`config.mk`:
```
export PLATFORM = sky130hd
export DESIGN_NAME = cva6_hpdcache_cmo_arbiter
export DESIGN_NICKNAME = d
export VERILOG_FILES = /design/src/rtl/cva6_hpdcache_cmo_arbiter.sv
export SDC_FILE = /design/constraint.sdc
export NUM_CORES = 1
export LEC_CHECK = 0
export BUFFER_PORTS_ARGS = -buffer_cell sky130_fd_sc_hd__buf_2
export CAP_MARGIN = 40
export CORE_AREA = 2 2 130 132
export DETAILED_ROUTE_END_ITERATION = 6
export DIE_AREA = 0 0 132 134
export PLACE_DENSITY_LB_ADDON = 0.1
export SYNTH_ARGS = -nofsm -noshare
export SYNTH_HDL_FRONTEND = slang
export SYNTH_SLANG_ARGS = --single-unit
```
`constraint.sdc`:
```
create_clock -name clk_i -period 5.3 [get_ports clk_i]
set_input_delay 0.265 -clock clk_i [delete_from_list [all_inputs] [get_ports clk_i]]
set_output_delay 0.265 -clock clk_i [all_outputs]
set_load 0.01 [all_outputs]
```
`src/rtl/cva6_hpdcache_cmo_arbiter.sv`:
```
`default_nettype none
// ----------------------------------------------------------------------------
// cva6_hpdcache_cmo_arbiter: locked round-robin CMO arbiter with per-source
// outstanding counters and completion routing.  Revision: 1.0
// ----------------------------------------------------------------------------
module cva6_hpdcache_cmo_arbiter #(
  parameter int unsigned NREQ    = 3,
  parameter int unsigned ADDR_W  = 64,
  parameter int unsigned OP_W    = 4,
  parameter int unsigned TID_W   = 6,
  parameter int unsigned MAX_OUT = 4,
  parameter int unsigned SID_W   = $clog2(NREQ)
) (
  input  logic                    clk_i,
  input  logic                    rst_ni,
  input  logic [NREQ-1:0]         req_valid_i,
  output logic [NREQ-1:0]         req_ready_o,
  input  logic [NREQ*ADDR_W-1:0]  req_addr_i,
  input  logic [NREQ*OP_W-1:0]    req_op_i,
  input  logic [NREQ*TID_W-1:0]   req_tid_i,
  output logic                    dcache_req_valid_o,
  input  logic                    dcache_req_ready_i,
  output logic [ADDR_W-1:0]       dcache_req_addr_o,
  output logic [OP_W-1:0]         dcache_req_op_o,
  output logic [TID_W-1:0]        dcache_req_tid_o,
  output logic [SID_W-1:0]        dcache_req_sid_o,
  input  logic                    dcache_ack_valid_i,
  input  logic [SID_W-1:0]        dcache_ack_sid_i,
  input  logic [TID_W-1:0]        dcache_ack_tid_i,
  output logic [NREQ-1:0]         ack_valid_o,
  output logic [TID_W-1:0]        ack_tid_o,
  output logic [NREQ-1:0]         busy_o,
  output logic                    idle_o,
  output logic                    err_o
);

  typedef enum logic [0:0] {
    ST_ARB  = 1'b0,
    ST_LOCK = 1'b1
  } state_e;

  state_e           state_q;
  logic [SID_W-1:0] ptr_q;
  logic [SID_W-1:0] gnt_q;
  logic [3:0]       cnt_q [NREQ];
  logic             err_q;

  logic [NREQ-1:0]  elig;
  logic [NREQ-1:0]  inc;
  logic             sel_valid;
  logic [SID_W-1:0] sel_idx;
  logic [SID_W-1:0] scan_idx;
  logic [SID_W-1:0] cur_idx;
  logic             cur_valid;
  logic             hs;
  logic [SID_W-1:0] ptr_nxt;
  logic             ack_in_range;
  logic             ack_cnt_nz;
  logic             ack_ok;
  logic             ack_err;

  generate
    for (genvar k = 0; k < NREQ; k++) begin : g_req
      assign elig[k]        = req_valid_i[k] && (cnt_q[k] < 4'(MAX_OUT));
      assign inc[k]         = hs && (cur_idx == SID_W'(k));
      assign req_ready_o[k] = dcache_req_ready_i && cur_valid && (cur_idx == SID_W'(k));
      assign ack_valid_o[k] = ack_ok && (dcache_ack_sid_i == SID_W'(k));
      assign busy_o[k]      = (cnt_q[k] != 4'd0);
    end
  endgenerate

  // Scan from the highest offset down so the lowest offset from ptr wins.
  always_comb begin
    sel_valid = 1'b0;
    sel_idx   = '0;
    scan_idx  = '0;
    for (int i = NREQ - 1; i >= 0; i--) begin
      scan_idx = SID_W'((32'(ptr_q) + 32'(i)) % NREQ);
      if (elig[scan_idx]) begin
        sel_valid = 1'b1;
        sel_idx   = scan_idx;
      end
    end
  end

  assign cur_idx   = (state_q == ST_LOCK) ? gnt_q : sel_idx;
  assign cur_valid = (state_q == ST_LOCK) ? req_valid_i[gnt_q] : sel_valid;
  assign hs        = cur_valid && dcache_req_ready_i;
  assign ptr_nxt   = (cur_idx == SID_W'(NREQ - 1)) ? '0 : cur_idx + SID_W'(1);

  always_comb begin
    dcache_req_addr_o = req_addr_i[ADDR_W-1:0];
    dcache_req_op_o   = req_op_i[OP_W-1:0];
    dcache_req_tid_o  = req_tid_i[TID_W-1:0];
    for (int k = 0; k < NREQ; k++) begin
      if (cur_idx == SID_W'(k)) begin
        dcache_req_addr_o = req_addr_i[k*ADDR_W +: ADDR_W];
        dcache_req_op_o   = req_op_i[k*OP_W +: OP_W];
        dcache_req_tid_o  = req_tid_i[k*TID_W +: TID_W];
      end
    end
  end

  assign dcache_req_valid_o = cur_valid;
  assign dcache_req_sid_o   = cur_idx;

  always_comb begin
    ack_in_range = 1'b0;
    ack_cnt_nz   = 1'b0;
    for (int k = 0; k < NREQ; k++) begin
      if (dcache_ack_sid_i == SID_W'(k)) begin
        ack_in_range = 1'b1;
        ack_cnt_nz   = (cnt_q[k] != 4'd0);
      end
    end
  end

  // A handshake landing in the same cycle makes an ack at count zero legal.
  assign ack_ok  = dcache_ack_valid_i && ack_in_range &&
                   (ack_cnt_nz || (hs && (cur_idx == dcache_ack_sid_i)));
  assign ack_err = dcache_ack_valid_i && !ack_ok;

  assign ack_tid_o = dcache_ack_tid_i;
  assign idle_o    = (state_q == ST_ARB) && (busy_o == '0);
  assign err_o     = err_q;

  always_ff @(posedge clk_i or negedge rst_ni) begin
    if (!rst_ni) begin
      state_q <= ST_ARB;
      ptr_q   <= '0;
      gnt_q   <= '0;
      err_q   <= 1'b0;
      for (int k = 0; k < NREQ; k++) begin
        cnt_q[k] <= 4'd0;
      end
    end else begin
      if (ack_err) begin
        err_q <= 1'b1;
      end
      for (int k = 0; k < NREQ; k++) begin
        cnt_q[k] <= cnt_q[k] + 4'(inc[k]) - 4'(ack_valid_o[k]);
      end
      if (hs) begin
        ptr_q <= ptr_nxt;
      end
      case (state_q)
        ST_ARB: begin
          if (sel_valid && !dcache_req_ready_i) begin
            state_q <= ST_LOCK;
            gnt_q   <= sel_idx;
          end
        end
        ST_LOCK: begin
          if (hs) begin
            state_q <= ST_ARB;
          end
        end
        default: state_q <= ST_ARB;
      endcase
    end
  end

endmodule
`default_nettype wire

```
==> impl_metrics.py <==
metrics = {
    "outcome": {
        "status": "completed",
    },
    "logic_synthesis": {
        "synthTopCellsByArea": "o221a_1 28%, nand2b_1 16%, dfrtp_1 15%",
        "avgSynthCellArea_um2": 8.74,
        "synth_commonest_cells": "78 x nand2b_1, 73 x o221a_1, 32 x inv_1",
        "ys.flop_type": "dfrtp_1",
        "syn-instance-count": 341,
        "yosysTopAreaCellShare_pct": 27.6,
        "syn_area_um2": 2980,
        "ys_seq_area_share_pct": 15.1,
        "yosysMostFrequentCell": "nand2b_1",
        "synth_top_area_cell": "o221a_1",
        "synth_cell_types": 48,
        "synth_edf_count": 0,
        "ys_warn_count": 0,
        "synthesis.nets": 598,
        "async_flop_share_pct": 100,
        "synth-seq-cells": 18,
    },
    "critical_path": {
        "crit_type": "reg2reg",
        "start_kind": "flip-flop",
        "cp.arrival_ns": 3.86,
        "critical_path_required_ns": 5.44,
        "r2r_start": "ptr_q[0]$_DFFE_PN0P_",
        "rr_endpoint": "cnt_q[2]$_DFF_PN0_",
        "rr_worst_depth": 14,
        "r2r_slack_ns": 1.58,
        "crit_path_end_kind": "flip-flop",
        "critPathSlowestCell": "a211oi_2",
        "crit_path_max_incr_delay_ns": 0.55,
        "worstPathMaxFanout": 12,
        "crit_chain": "inv_1 -> ha_1 -> nand3_1 -> a31oi_1 -> o211ai_1 -> a211oi_2 -> a21oi_1 -> nor4bb_1 -> ha_1 -> inv_1 -> ha_1 -> inv_1 -> fa_1 -> xnor2_1",
    },
    "finish": {
        "register_area_um2": 450,
        "final.fill_count": 1814,
        "area_delta_synth_final_pct": 62.6,
        "multi_input_area_um2": 2210,
        "drive_gt1_share_pct": 53.8,
        "fin_nets": 894,
        "post-route-util_pct": 29.7,
    },
    "timing": {
        "tns_ns": 0,
        "fmax_mhz": 269,
        "min_period_over_period_pct": 70.3,
        "skew_ns": 0.00374,
        "slew_violations": 0,
        "hold_viol_final": 0,
        "whs_ns": 0.364,
        "fin_crit_ns": 3.72,
        "relSlewSlack_pct": 43.6,
        "tightest_slew_ns": 0.845,
        "setup_viol": 0,
        "rsz0062_at_grt": "false",
    },
    "power_and_ir_drop": {
        "ir_worst_vdd_v": 0.000225,
        "intPower_mw": 1.46,
        "p_sw_mw": 1.54,
        "seqPwrFrac_pct": 8.3,
        "cellPowerDensity_nw_per_um2": 620,
        "netSwitchingFraction_pct": 51.4,
        "combPwrFrac_pct": 85.9,
        "p_leak_nw": 2.37,
        "clockPowerShare_pct": 5.8,
    },
    "detailed_routing": {
        "post_drt_wl_per_cell_um": 18.6,
        "postRouteAntennaNets": 0,
        "drc_errors": 0,
        "vias_per_cell": 4.57,
        "dr.pass1.iters": 6,
        "initialDrtViolationCount": 221,
        "wirelength_um": 16000,
        "vias": 3946,
    },
    "floorplan": {
        "die_h_um": 134,
        "die_area_um2": 17700,
        "io_pins": 331,
        "start_util_pct": 18.3,
        "die_width_um": 132,
        "row_count": 47,
        "core_um2": 16300,
    },
    "clock_network": {
        "cts_buffers": 3,
        "clockBufferDepth": 2,
        "cts_root_buffer": "clkbuf_16",
        "cts_tree": "yes",
        "clk_latency_ns": 0.25,
        "post_cts_buffers": 0,
        "clk_pin_slew_ns": 0.06,
        "h-tree-depth": 1,
        "cts_sinks": 18,
    },
    "grt": {
        "grt-ovfl-total": 0,
        "grt_pass1_wl_um": 23600,
        "grt_start_max_net_pins": 75,
        "grt_pass1_vias": 4059,
        "antenna_found_initial": 10,
        "track_usage_pct": 17.0,
    },
    "hold_path": {
        "min_to": "err_o$_DFFE_PN0P_",
        "hold_class": "in2reg",
        "min_from": "dcache_ack_valid_i",
        "hold_path_depth": 3,
    },
    "placed_design": {
        "numPortBuffers": 318,
        "gp_congestion": 0.887,
        "place_hpwl_um": 13600,
    },
    "job": {
        "cap_violations": 0,
    },
}
[power by group through the flow]
stage               Sequential (mW)  Combinational [mW]  Clock [mW]
finish                        0.250                2.58       0.173
detailed placement            0.253                2.62           0
global placement              0.255                2.55           0
global route                  0.259                2.83       0.184
floorplan                     0.235                1.74           0
CTS                           0.251                2.63       0.180
[kinds of logic (layout without fill, tap and decap cells)]
logic type,count (synthesis),in the layout,synth area share [%]
compound gates,110,110,37.0
xor+xnor,9,9,2.90
fa+ha+maj,21,21,9.49
buf+inv,66,361,11.3
flops,18,18,15.1
mux,2,2,0.714
other cells,0,7,0
simple gates,115,115,23.5
[per-stage QoR]
step | worst slack [ns] | cells | area (um2) | power (mW)
2_1_floorplan | 1.77 | 341 | 2980 | 1.97
3_3_place_gp | 1.72 | 849 | 4690 | 2.81
3_5_place_dp | 1.58 | 851 | 4730 | 2.87
4_1_cts | 1.55 | 856 | 4830 | 3.06
5_1_grt | 1.22 | 862 | 4840 | 3.27
6_report | 1.58 | 863 | 4840 | 3.00
[registers in the layout, summed over array words and instances, names as in the netlist]
| name | flops |
|---|---|
| err_o | 1 |
| gnt_q | 2 |
| cnt_q | 12 |
| ptr_q | 2 |
| state_q | 1 |
[timing repair]
item | 4_1_cts | 5_1_grt
endpoints found under the hold margin | 18 | 0
hold buffers | 1 | 0
resized for setup | 0 | 0
[critical path: cells and delay by family (launching register included)]
kind | cells | cell delay, ns
AOI/OAI and AO/OA | 4 | 1.03
xor gates and xnor gates | 1 | 0.14
adders and majority gates | 4 | 1.25
buffers and inverters | 3 | 0.19
DFF | 1 | 0.37
and+or+nand+nor | 2 | 0.61
[layout make-up]
type                       count  area share [%]
inverter                      33            2.56
multi-input combinational    257            45.6
sequential                    18            9.30
tap                          220            5.68
timing repair buffer         324            34.6
clock buffer                   4            1.83
antenna                        7           0.362
[metal layers]
| metal | wire length [um] | vias up | GRT usage, % | part of all wire, % |
|---|---|---|---|---|
| met5 | 33 | - | 0 | 0.21 |
| li1 | - | 1877 | - | - |
| met4 | 357 | 6 | 4.35 | 2.2 |
| met3 | 1160 | 28 | 4.23 | 7.2 |
| met1 | 6370 | 1860 | 20.6 | 40 |
| met2 | 8110 | 175 | 30.0 | 51 |
[how the worst max path moves through the flow]
| stage | start | end | slack [ns] | cells past startpoint |
|---|---|---|---|---|
| after floorplan | ptr_q[0]$_DFFE_PN0P_ | cnt_q[2]$_DFF_PN0_ | 1.77 | 15 |
| after global placement | ptr_q[0]$_DFFE_PN0P_ | dcache_req_addr_o[1] | 1.72 | 10 |
| after detailed placement | ptr_q[0]$_DFFE_PN0P_ | cnt_q[2]$_DFF_PN0_ | 1.58 | 14 |
| after CTS | ptr_q[0]$_DFFE_PN0P_ | cnt_q[2]$_DFF_PN0_ | 1.55 | 14 |
| after global routing | ptr_q[0]$_DFFE_PN0P_ | cnt_q[2]$_DFF_PN0_ | 1.22 | 14 |
| final | ptr_q[0]$_DFFE_PN0P_ | cnt_q[2]$_DFF_PN0_ | 1.58 | 14 |
[layout by cell type (no fill, tap or decap), types with 4 or more instances in the layout]
cell type	Yosys	final
diode_2	0	7
nor2_1	5	5
xor2_1	5	5
dfrtp_1	18	18
nand2_1	11	11
nand2b_1	78	78
ha_1	17	17
buf_2	10	318
o221a_1	73	73
a21oi_1	9	9
o21ai_0	4	4
inv_1	32	32
nand3_1	5	5
(Power assumes the default switching activity.)
